==> src/rtl/mc_seq_ctrl.sv <==
// mc_seq_ctrl: multi-cycle sequencer for the mini RV32I core.
// Walks IDLE/FETCH/DECODE/EXEC/MEM/WB for each instruction, owns the single
// memory port valid/ready handshake, the PC/IR/regfile write strobes, the
// retired-instruction counter and a sticky trap state.
//
// Memory handshake: mem_req is the request valid. mem_sel and mem_we are
// decoded from the registered state only, so they hold steady for as long as
// mem_req waits. A transfer completes on any cycle where mem_req and mem_ready
// are both high. mem_ready has no effect while mem_req is low.
module mc_seq_ctrl #(
  parameter int CNT_W   = 32,
  parameter int TIMEOUT = 16
) (
  input  logic             clk,
  input  logic             rst,
  input  logic             run,
  input  logic [6:0]       opcode,
  input  logic             br_taken,
  input  logic             mem_ready,
  output logic             mem_req,
  output logic             mem_sel,
  output logic             mem_we,
  output logic             ir_we,
  output logic             reg_we,
  output logic             pc_we,
  output logic [1:0]       pc_sel,
  output logic [2:0]       state,
  output logic [1:0]       trap_cause,
  output logic [CNT_W-1:0] instret
);

  typedef enum logic [2:0] {
    S_IDLE   = 3'd0,
    S_FETCH  = 3'd1,
    S_DECODE = 3'd2,
    S_EXEC   = 3'd3,
    S_MEM    = 3'd4,
    S_WB     = 3'd5,
    S_TRAP   = 3'd7
  } state_e;

  // Instruction class captured in DECODE. Later states use this class
  // instead of the raw opcode.
  typedef enum logic [2:0] {
    C_ALU   = 3'd0,
    C_LOAD  = 3'd1,
    C_STORE = 3'd2,
    C_BR    = 3'd3,
    C_JAL   = 3'd4,
    C_JALR  = 3'd5
  } class_e;

  localparam logic [6:0] OP_R     = 7'b0110011;
  localparam logic [6:0] OP_I     = 7'b0010011;
  localparam logic [6:0] OP_LOAD  = 7'b0000011;
  localparam logic [6:0] OP_STORE = 7'b0100011;
  localparam logic [6:0] OP_BR    = 7'b1100011;
  localparam logic [6:0] OP_JAL   = 7'b1101111;
  localparam logic [6:0] OP_JALR  = 7'b1100111;
  localparam logic [6:0] OP_LUI   = 7'b0110111;
  localparam logic [6:0] OP_AUIPC = 7'b0010111;

  localparam logic [1:0] CAUSE_NONE    = 2'd0;
  localparam logic [1:0] CAUSE_ILLEGAL = 2'd1;
  localparam logic [1:0] CAUSE_TIMEOUT = 2'd2;

  // The wait counter counts 0..TIMEOUT-1. When it is at its last value and
  // mem_ready is still low, the request has timed out.
  localparam int              WAIT_W    = (TIMEOUT > 1) ? $clog2(TIMEOUT) : 1;
  localparam logic [WAIT_W-1:0] WAIT_LAST =
    WAIT_W'((TIMEOUT > 0) ? (TIMEOUT - 1) : 0);

  state_e             state_q, state_d;
  class_e             cls_q, cls_d;
  logic [1:0]         cause_q, cause_d;
  logic [CNT_W-1:0]   instret_q, instret_d;
  logic [WAIT_W-1:0]  wait_q, wait_d;

  class_e             dec_cls;
  logic               dec_legal;
  logic               timeout_hit;
  logic               retire;

  // Opcode decode: checks whether the opcode is legal and sorts it into a class.
  always_comb begin
    dec_cls   = C_ALU;
    dec_legal = 1'b1;
    case (opcode)
      OP_R, OP_I, OP_LUI, OP_AUIPC: dec_cls = C_ALU;
      OP_LOAD:                      dec_cls = C_LOAD;
      OP_STORE:                     dec_cls = C_STORE;
      OP_BR:                        dec_cls = C_BR;
      OP_JAL:                       dec_cls = C_JAL;
      OP_JALR:                      dec_cls = C_JALR;
      default:                      dec_legal = 1'b0;
    endcase
  end

  // Next-state logic, including the retire decision and timeout tracking.
  always_comb begin
    state_d     = state_q;
    cls_d       = cls_q;
    cause_d     = cause_q;
    instret_d   = instret_q;
    wait_d      = wait_q;
    retire      = 1'b0;
    timeout_hit = (TIMEOUT != 0) && (wait_q == WAIT_LAST);
    case (state_q)
      S_IDLE: begin
        if (run) begin
          state_d = S_FETCH;
          wait_d  = '0;
        end
      end
      S_FETCH: begin
        // A mem_ready in the final allowed cycle still completes the fetch.
        if (mem_ready) begin
          state_d = S_DECODE;
        end else if (timeout_hit) begin
          state_d = S_TRAP;
          cause_d = CAUSE_TIMEOUT;
        end else begin
          wait_d = wait_q + 1'b1;
        end
      end
      S_DECODE: begin
        if (dec_legal) begin
          cls_d   = dec_cls;
          state_d = S_EXEC;
        end else begin
          state_d = S_TRAP;
          cause_d = CAUSE_ILLEGAL;
        end
      end
      S_EXEC: begin
        case (cls_q)
          C_LOAD, C_STORE: begin
            state_d = S_MEM;
            wait_d  = '0;
          end
          C_BR:    retire  = 1'b1;
          default: state_d = S_WB;
        endcase
      end
      S_MEM: begin
        if (mem_ready) begin
          if (cls_q == C_STORE) retire = 1'b1;
          else                  state_d = S_WB;
        end else if (timeout_hit) begin
          state_d = S_TRAP;
          cause_d = CAUSE_TIMEOUT;
        end else begin
          wait_d = wait_q + 1'b1;
        end
      end
      S_WB:    retire  = 1'b1;
      S_TRAP:  state_d = S_TRAP;
      default: state_d = S_IDLE;
    endcase

    // Retire: count the instruction, then sample run to pick the next state.
    if (retire) begin
      instret_d = instret_q + 1'b1;
      state_d   = run ? S_FETCH : S_IDLE;
      wait_d    = '0;
    end
  end

  // Sequencer state registers. An async reset returns every register to idle values.
  always_ff @(posedge clk or posedge rst) begin
    if (rst) begin
      state_q   <= S_IDLE;
      cls_q     <= C_ALU;
      cause_q   <= CAUSE_NONE;
      instret_q <= '0;
      wait_q    <= '0;
    end else begin
      state_q   <= state_d;
      cls_q     <= cls_d;
      cause_q   <= cause_d;
      instret_q <= instret_d;
      wait_q    <= wait_d;
    end
  end

  // Strobe decode. The memory-side strobes depend only on the registered
  // state (Moore). ir_we, pc_we and pc_sel also use same-cycle inputs.
  always_comb begin
    mem_req = (state_q == S_FETCH) || (state_q == S_MEM);
    mem_sel = (state_q == S_MEM);
    mem_we  = (state_q == S_MEM) && (cls_q == C_STORE);
    ir_we   = (state_q == S_FETCH) && mem_ready;
    reg_we  = (state_q == S_WB);
    pc_we   = retire;
    pc_sel  = 2'd0;
    if (state_q == S_EXEC && cls_q == C_BR) begin
      pc_sel = br_taken ? 2'd1 : 2'd0;
    end else if (state_q == S_WB) begin
      if (cls_q == C_JAL)       pc_sel = 2'd1;
      else if (cls_q == C_JALR) pc_sel = 2'd2;
    end
  end

  assign state      = state_q;
  assign trap_cause = cause_q;
  assign instret    = instret_q;

endmodule
==> config.mk <==
export PLATFORM = sky130hd
export DESIGN_NAME = mc_seq_ctrl
export DESIGN_NICKNAME = d
export VERILOG_FILES = /design/src/rtl/mc_seq_ctrl.sv
export SDC_FILE = /design/constraint.sdc
export NUM_CORES = 1
export LEC_CHECK = 0
export CAP_MARGIN = 40
export CORE_ASPECT_RATIO = 0.5
export CORE_MARGIN = 5
export CORE_UTILIZATION = 45
export DETAILED_ROUTE_END_ITERATION = 16
export PLACE_DENSITY_LB_ADDON = 0.08
export SYNTH_ARGS = -nofsm -noshare
export SYNTH_HDL_FRONTEND = slang
export SYNTH_SLANG_ARGS = --single-unit
==> constraint.sdc <==
create_clock -name clk -period 4.3 [get_ports clk]
set_clock_uncertainty 0.1 [all_clocks]
set_input_delay 0.43 -clock clk [delete_from_list [all_inputs] [get_ports clk]]
set_output_delay 0.43 -clock clk [all_outputs]
set_load 0.02 [all_outputs]
==> flow_summary.toml, run 1 <==
[power]
seq_power_share = 0.424
power.ir.vdd_worst_v = 0.000221
power.density_cell_area_nw_per_um2 = 436
net-switching-power_w = 0.000522
p_clk_frac = 0.192
power.leakage_nw = 1.32
pint_w = 0.000809
comb_power_share = 0.384
total_power_w = 0.00133
power_switching_share = 0.392

[cts]
numClockSinks = 44
clock_tree.root_cell = "clkbuf_8"
clock_input_transition_at_the_sequential_cells_of_the_worst_setup_and_hold_paths_ns = 0.09
tritoncts = "yes"
insertion_delay_ns = 0.30
cts.hold.buffers_added = 0
max-clock-path-buffers = 2
ctsHtreeMaxLevel = 2
cts.repair.resized = 0
buffers_inserted_during_post_cts_setup_optimization = 0
cts_made_buffers = 5

[cells_and_area]
layout-drive-gt1-share = 0.0728
antenna_diode_count = 0
fin_cells = 372
area_delta_synth_final_pct = 30.6
layout.nets = 316

[worst_setup_path]
cp-start-kind = "register"
reg2reg_setup_slack_ns = 2.09
r2r_start = "instret[5]$_DFFE_PP0P_"
timing.rr.end = "instret[29]$_DFFE_PP0P_"
critPathKind = "register to output pin"
cp_data_required_time_ns = 3.77
critPathMaxFanout = 17
timing.critical_path.to_type = "output pin"
critPathArrivalTime_ns = 2.50
timing.reg2reg.worst_path_depth = 5

[timing]
hold_violation_count_in_the_final_report = 0
slew_violations = 0
max-slew-margin-rel = 0.458
clock.fmax_mhz = 330
rsz0062_at_grt = "false"
fin_setup_tns_ns = 0
finalCritPeriodShare = 0.704
time_the_worst_path_needs_with_i_o_delays_and_setup_ns = 3.03
final_setup_violating_endpoints = 0
worstMarginPinSlew_ns = 0.812

[yosys]
synth_top_area_frac = 0.471
synth.lib_cells_used.distinct = 44
sequential_to_total_area_share_from_yosys_stat = 0.471
synth_net_count = 257
synth.top_cells.by_area = "dfrtp_1 (47%), xnor2_1 (7.1%), nand2_1 (5.5%)"
ys_seq_elements = 44
syn_avg_cell_area_um2 = 9.62
synth_edf_count = 0
postSynth.asyncResetShare = 1.00
yosysTopAreaCell = "dfrtp_1"
synthTopCellsByCount = "dfrtp_1 (44), nand2_1 (34), xnor2_1 (19), nor2_1 (18)"
synth_instances = 243
netlist_area_um2 = 2340
synth_warnings = 0
dominantRegCellSynth = "dfrtp_1"
synth_most_common_cell = "dfrtp_1"

[drt]
routed-via-count = 1926
route.antenna.remaining_nets = 0
route.detailed.wl_per_inst_um = 14.8
count_of_tritonroute_iterations_in_the_first_routing_pass = 4
dr.first_iter.drc_count = 67
total_routed_wirelength_um = 5490
post_drt_via_cell_ratio = 5.18
drcViolationCount = 0

[place]
port-buffer-count = 56
post-place-cells = 365
half_perimeter_wire_length_after_placement_um = 3980
routabilityCongestion = 0.761

[floorplan]
fp.dieArea_um2 = 6830
dieHeight_um = 61.0
starting_density = 0.470
io_pins = 57
row_count = 18
coreArea_um2 = 4980
die-width_um = 112

[global_route]
grt_pass1_vias = 1967
grt_use_total = 0.172
wire_length_of_the_first_global_routing_pass_um = 9290
overflow = 0
grt_max_degree = 25
number_of_antenna_violations_at_the_first_check_in_global_routing = 0

[hold_path]
min_to = "instret[31]$_DFFE_PP0P_"
timing.hold.worst.start = "instret[31]$_DFFE_PP0P_"
min-delay-path-class = "register to register"
worstHoldPathCells = 1

[status]
run_status = "complete, no violations"

[run]
max_cap_violations = 0
## flip-flops by register name, indices dropped and copies added, names as in the netlist
signal,count
state,3
instret,32
wait_q,4
cls_q,3
trap_cause,2
## per-layer routing
| layer | GRT usage | routed length (um) | vias up |
|---|---|---|---|
| met5 | 0 | 0 | - |
| met4 | 0.0548 | 59 | 0 |
| met3 | 0.0518 | 242 | 8 |
| met2 | 0.298 | 2600 | 40 |
| met1 | 0.215 | 2590 | 922 |
| li1 | - | - | 956 |
## logic make-up after synthesis
| group | synth area share |
|---|---|
| AO/OA/AOI/OAI | 0.0926 |
| flip-flops | 0.471 |
| buffers and inverters | 0.0235 |
| AND/OR/NAND/NOR | 0.270 |
| XOR/XNOR | 0.124 |
| multiplexers | 0.00910 |
| adder cells (fa/ha/maj) | 0.0107 |
## how the worst max path moves through the flow
stage                                     from        end  slack [ns]  depth (start not counted)
after floorplan           state[0]$_DFFE_PP0P_  pc_sel[0]        2.00                          5
after global placement               mem_ready      pc_we        1.38                          6
after detailed placement             mem_ready      pc_we        1.34                          6
after CTS                 state[0]$_DFFE_PP0P_      pc_we        1.25                          5
after global routing      state[0]$_DFFE_PP0P_      pc_we        1.09                          5
final                     state[0]$_DFFE_PP0P_      pc_we        1.27                          5
## layout make-up
class | instances | area [um2]
tap | 70 | 87.6
inverter | 9 | 33.8
clock inverter | 2 | 12.5
timing repair buffer | 57 | 568
multi-input combinational | 185 | 1180
sequential | 44 | 1100
clock buffer | 5 | 68.8
fill | 441 | 1920
## power by group through the flow
stage,clock network [W],logic (W),registers (W)
after detailed placement,0,0.000514,0.000571
after floorplan,0,0.000320,0.000569
final,0.000255,0.000512,0.000564
after global routing,0.000276,0.000569,0.000577
after CTS,0.000260,0.000517,0.000563
after global placement,0,0.000507,0.000568
## critical path, stage by stage, from the launching register on
cell and delay, ns:
dfrtp_1 0.66, nand2_1 0.24, nor4_4 0.35, nor2_2 0.19, inv_2 0.14, clkdlybuf4s50_1 0.61
## per-stage QoR
stage	instance area (um2)	setup slack, ns	util	hold WS [ns]
final	3050	1.27	0.614	0.370
after global routing	3050	1.09	0.614	0.389
after CTS	3050	1.25	0.614	0.373
after detailed placement	2970	1.34	0.597	0.359
after global placement	2970	1.38	0.597	0.357
after floorplan	2340	2.00	-	0.392
## placed cells by master (no fill, tap or decap), drive strengths merged, types with 2 or more instances in the layout
cell | Yosys | layout
a21oi | 3 | 3
a32o | 2 | 2
and2 | 4 | 4
and3 | 8 | 8
clkbuf | 3 | 5
clkdlybuf4s50 | 0 | 56
dfrtp | 44 | 44
ha | 2 | 2
inv | 9 | 9
nand2 | 34 | 34
nand2b | 5 | 5
nand3 | 14 | 14
nand3b | 3 | 3
nand4 | 8 | 8
nor2 | 19 | 19
nor2b | 6 | 6
nor3 | 10 | 10
nor3b | 2 | 2
nor4 | 3 | 3
o2111ai | 2 | 2
o21a | 2 | 2
o21ai | 10 | 10
o22ai | 2 | 2
xnor2 | 19 | 19
xor2 | 14 | 14
(Power assumes the default switching activity.)
==> run 2: changes to the inputs <==
==> constraint.sdc (replaced) <==
create_clock -name clk -period 3 [get_ports clk]
set_clock_uncertainty 0.1 [all_clocks]
set_input_delay 0.3 -clock clk [delete_from_list [all_inputs] [get_ports clk]]
set_output_delay 0.3 -clock clk [all_outputs]
set_load 0.02 [all_outputs]
==> flow_summary.toml, run 2 (synthesis gave the netlist of run 1 again) <==
[worst_setup_path]
cp_data_required_time_ns = 2.60
timing.critical_path.to_type = "output pin"
critPathArrivalTime_ns = 2.37
critPathMaxFanout = 17
worst_path_largest_cell_delay_ns = 0.71
cp_num_buf_inv = 2
critPathTopFamily = "buffers and inverters"
critPathKind = "register to output pin"
worstPathCellList = "nor2b_1 -> o21a_1 -> nor2_2 -> inv_2 -> clkdlybuf4s50_1"
critical-path-slowest-cell = "dfrtp_1"
cp-start-kind = "register"

[place]
dp_worst_setup_slack_ns = 0.305
half_perimeter_wire_length_after_placement_um = 3960
port-buffer-count = 56
dpl-instance-area_um2 = 2990
routabilityCongestion = 0.763

[timing]
clock.fmax_mhz = 361
time_the_worst_path_needs_with_i_o_delays_and_setup_ns = 2.77
rsz0062_at_grt = "false"
hold_violation_count_in_the_final_report = 0
fin_setup_tns_ns = 0
fin_hold_ws_ns = 0.352
finalWorstSetupSlack_ns = 0.227
max-slew-margin-rel = 0.622
worstMarginPinSlew_ns = 0.567
slew_violations = 0
finalCritPeriodShare = 0.924
final_setup_violating_endpoints = 0

[cts]
cts.repair.resized = 0
buffers_inserted_during_post_cts_setup_optimization = 0
insertion_delay_ns = 0.29
cts_made_buffers = 5
max-clock-path-buffers = 2
tritoncts = "yes"
clock_input_transition_at_the_sequential_cells_of_the_worst_setup_and_hold_paths_ns = 0.08
ctsHtreeMaxLevel = 2
cts.hold.buffers_added = 0
clock_tree.root_cell = "clkbuf_8"
numClockSinks = 44

[cells_and_area]
area_delta_synth_final_pct = 33.3
layout_commonest_cell = "clkdlybuf4s50_1"
antenna_diode_count = 0
layout.nets = 318
final_area_um2 = 3120
layout_common_cells = "clkdlybuf4s50_1 (56), dfrtp_1 (44), nand2_1 (34), xnor2_1 (19), nor2_1 (18)"
final-seq-area_um2 = 1100
multi_input_comb_area_um2 = 1180
layout.filler_cells = 429
layout-drive-gt1-share = 0.0789
largest_register_ffs = 32

[global_route]
grt_use_total = 0.174
number_of_antenna_violations_at_the_first_check_in_global_routing = 0
wire_length_of_the_first_global_routing_pass_um = 9490
grt_pass1_vias = 1975
overflow = 0
grt_max_degree = 45

[drt]
drcViolationCount = 0
routed-via-count = 1963
total_routed_wirelength_um = 5630
count_of_tritonroute_iterations_in_the_first_routing_pass = 4
dr.first_iter.drc_count = 112
post_drt_via_cell_ratio = 5.25
route.detailed.wl_per_inst_um = 15.0
route.antenna.remaining_nets = 0

[floorplan]
row_count = 18
coreArea_um2 = 4980
io_pins = 57
fp.dieArea_um2 = 6830
dieHeight_um = 61.0
starting_density = 0.470
die-width_um = 112

[power]
power.leakage_nw = 1.35
power.ir.vdd_worst_v = 0.000350
power.density_cell_area_nw_per_um2 = 677

[status]
run_status = "complete, no violations"

[hold_path]
min-delay-path-class = "input port to asynchronous set/reset pin"

[run]
max_cap_violations = 0
## run 2: cell type report
type / count / share of cell area
inverter: 9 / 0.0108
clock inverter: 2 / 0.0193
clock buffer: 5 / 0.0221
tap: 70 / 0.0281
multi-input combinational: 185 / 0.379
sequential: 44 / 0.353
timing repair buffer: 59 / 0.187
## run 2: worst register-to-register path, stage by stage (launching register included)
cell	delay, ns
dfrtp_1	0.42
nand4_1	0.32
nor4_2	0.54
o2111ai_2	0.36
nand2b_1	0.28
xnor2_1	0.12
## run 2: path summary, 6_finish.rpt
path / startpoint / to / slack [ns] / depth (start not counted)
setup / recovery: state[2]$_DFFE_PP0P_ / pc_we / 0.23 / 5
hold / removal: rst / instret[31]$_DFFE_PP0P_ / 0.35 / 3
setup reg to reg: instret[5]$_DFFE_PP0P_ / instret[27]$_DFFE_PP0P_ / 0.75 / 5
hold reg to reg: instret[31]$_DFFE_PP0P_ / instret[31]$_DFFE_PP0P_ / 0.38 / 1
max in group asynchronous: rst / cls_q[1]$_DFFE_PP0N_ / 2.06 / 3
min in group clk: instret[31]$_DFFE_PP0P_ / instret[31]$_DFFE_PP0P_ / 0.38 / 1
## run 2: report_power, final
group | switching [W] | internal, W | total [W]
combinational | 0.000464 | 0.000359 | 0.000823
sequential | 0.0000975 | 0.000663 | 0.000760
clock | 0.000200 | 0.000328 | 0.000528
## run 2: stage by stage
stage / power [W] / utilization / std cells
2_1_floorplan: 0.00127 / - / 243
5_1_grt: 0.00225 / 0.626 / 374
3_3_place_gp: 0.00157 / 0.600 / 367
4_1_cts: 0.00213 / 0.626 / 374
6_report: 0.00211 / 0.626 / 374
3_5_place_dp: 0.00159 / 0.600 / 367
## run 2: layer usage
layer  global-route usage  wire, um  vias up
met1                0.220      2630      962
met4               0.0360        29        0
met2                0.307      2680       34
met5                    0         0        -
met3               0.0508       284        4
li1                     -         -      963
==> run 3: changes to the inputs <==
--- a/config.mk
+++ b/config.mk
@@ -7,7 +7,7 @@
 export LEC_CHECK = 0
 export CAP_MARGIN = 40
 export CORE_ASPECT_RATIO = 0.5
-export CORE_MARGIN = 5
+export CORE_MARGIN = 2
 export CORE_UTILIZATION = 45
 export DETAILED_ROUTE_END_ITERATION = 16
 export PLACE_DENSITY_LB_ADDON = 0.08
==> flow_summary.toml, run 3 (synthesis gave the netlist of run 1 again) <==
[status]
run_status = "complete, no violations"

[timing]
finalCritPeriodShare = 0.921
fin_setup_tns_ns = 0
fin_hold_ws_ns = 0.348
hold_violation_count_in_the_final_report = 0
worstMarginPinSlew_ns = 0.553
clock.fmax_mhz = 362
slew_violations = 0
time_the_worst_path_needs_with_i_o_delays_and_setup_ns = 2.76
rsz0062_at_grt = "false"
max-slew-margin-rel = 0.631
final_setup_violating_endpoints = 0

[worst_setup_path]
critical_path.startpoint = "state[2]$_DFFE_PP0P_"
worst_path_largest_cell_delay_ns = 0.70
cp-start-kind = "register"
path_depth = 5
timing.reg2reg.worst_path_depth = 5
critical-path-slowest-cell = "dfrtp_1"
cp_data_required_time_ns = 2.60
critPathArrivalTime_ns = 2.36
timing.critical_path.to_type = "output pin"
reg2reg_setup_slack_ns = 0.74
critPathTopFamily = "buffers and inverters"
timing.rr.end = "instret[29]$_DFFE_PP0P_"
r2r_start = "instret[6]$_DFFE_PP0P_"
cp_num_buf_inv = 2
critPathMaxFanout = 17
critPathKind = "register to output pin"
worstPathCellList = "nor2b_1 -> o21a_1 -> nor2_2 -> inv_2 -> clkdlybuf4s50_1"
worstSetupEndpoint = "pc_we"

[power]
power.density_cell_area_nw_per_um2 = 652
power_switching_share = 0.372
power.leakage_nw = 1.34
seq_power_share = 0.383
comb_power_share = 0.396
net-switching-power_w = 0.000752
pint_w = 0.00127
power.ir.vdd_worst_v = 0.000292
p_clk_frac = 0.221

[global_route]
grt_pass1_vias = 1823
overflow = 0
wire_length_of_the_first_global_routing_pass_um = 9030
grt_use_total = 0.200
grt_max_degree = 45
number_of_antenna_violations_at_the_first_check_in_global_routing = 0

[cts]
cts_made_buffers = 5
cts.repair.resized = 0
numClockSinks = 44
insertion_delay_ns = 0.29
buffers_inserted_during_post_cts_setup_optimization = 0
ctsHtreeMaxLevel = 2
cts.hold.buffers_added = 0
clock_input_transition_at_the_sequential_cells_of_the_worst_setup_and_hold_paths_ns = 0.08
clock_tree.root_cell = "clkbuf_8"
tritoncts = "yes"
max-clock-path-buffers = 2

[place]
routabilityCongestion = 0.824
half_perimeter_wire_length_after_placement_um = 3770
post-place-cells = 367
port-buffer-count = 56
dpl-instance-area_um2 = 2990

[floorplan]
dieHeight_um = 55.0
coreArea_um2 = 4950
fp.dieArea_um2 = 5820
row_count = 18
die-width_um = 106
io_pins = 57
starting_density = 0.472

[drt]
drcViolationCount = 0
routed-via-count = 1932
total_routed_wirelength_um = 5280
route.antenna.remaining_nets = 0
met3_wirelength_um = 275
dr.first_iter.drc_count = 83
met2_wirelength_um = 2330
detail_route.wirelength.met1_um = 2600
highest_layer = "met4"
count_of_tritonroute_iterations_in_the_first_routing_pass = 4
post_drt_via_cell_ratio = 5.15
route.detailed.wl_per_inst_um = 14.1

[cells_and_area]
layout_common_cells = "clkdlybuf4s50_1 (56), dfrtp_1 (44), nand2_1 (34), xnor2_1 (19), nor2_1 (18)"
layout.core_utilization = 0.625
area_delta_synth_final_pct = 32.4
largest_register_ffs = 32
layout.nets = 318
layout-drive-gt1-share = 0.0787
antenna_diode_count = 0
layout_commonest_cell = "clkdlybuf4s50_1"
fin_cells = 375
final_area_um2 = 3100

[hold_path]
min-delay-path-class = "input port to asynchronous set/reset pin"

[run]
max_cap_violations = 0
[run 3: power by group through the flow]
stage               Clock [W]  Combinational, W  Sequential (W)
finish               0.000447          0.000800        0.000772
global route         0.000484          0.000889        0.000788
CTS                  0.000456          0.000801        0.000773
detailed placement          0          0.000797        0.000785
global placement            0          0.000792        0.000780
floorplan                   0          0.000459        0.000815
[run 3: layer usage]
layer	up-vias	global-route usage
li1	963	-
met1	904	0.266
met2	54	0.332
met3	11	0.0515
met4	0	0.0592
met5	-	0
[run 3: worst min path at each step]
stage                                    to  slack [ns]  depth (start not counted)
floorplan              cls_q[2]$_DFFE_PP0N_        0.30                          1
global placement    instret[31]$_DFFE_PP0P_        0.36                          1
detailed placement  instret[31]$_DFFE_PP0P_        0.37                          1
CTS                 instret[29]$_DFFE_PP0P_        0.36                          3
global route        instret[11]$_DFFE_PP0P_        0.40                          3
finish                wait_q[2]$_DFFE_PP0P_        0.35                          3
[run 3: worst min-delay path: cells and delay by family]
family,cells,cell delay (ns)
buffers and inverters,3,0.90
[run 3: final cells by class]
class | instances | area, um2
fill | 444 | 1860
sequential | 44 | 1100
clock inverter | 2 | 35.0
clock buffer | 6 | 72.6
tap | 70 | 87.6
inverter | 9 | 33.8
timing repair buffer | 59 | 583
multi-input combinational | 185 | 1180
[run 3: through the flow]
stage          total power, W  setup slack [ns]
6_report              0.00202             0.237
5_1_grt               0.00216            0.0291
4_1_cts               0.00203             0.216
3_5_place_dp          0.00158             0.327
3_3_place_gp          0.00157             0.356
2_1_floorplan         0.00127             0.826
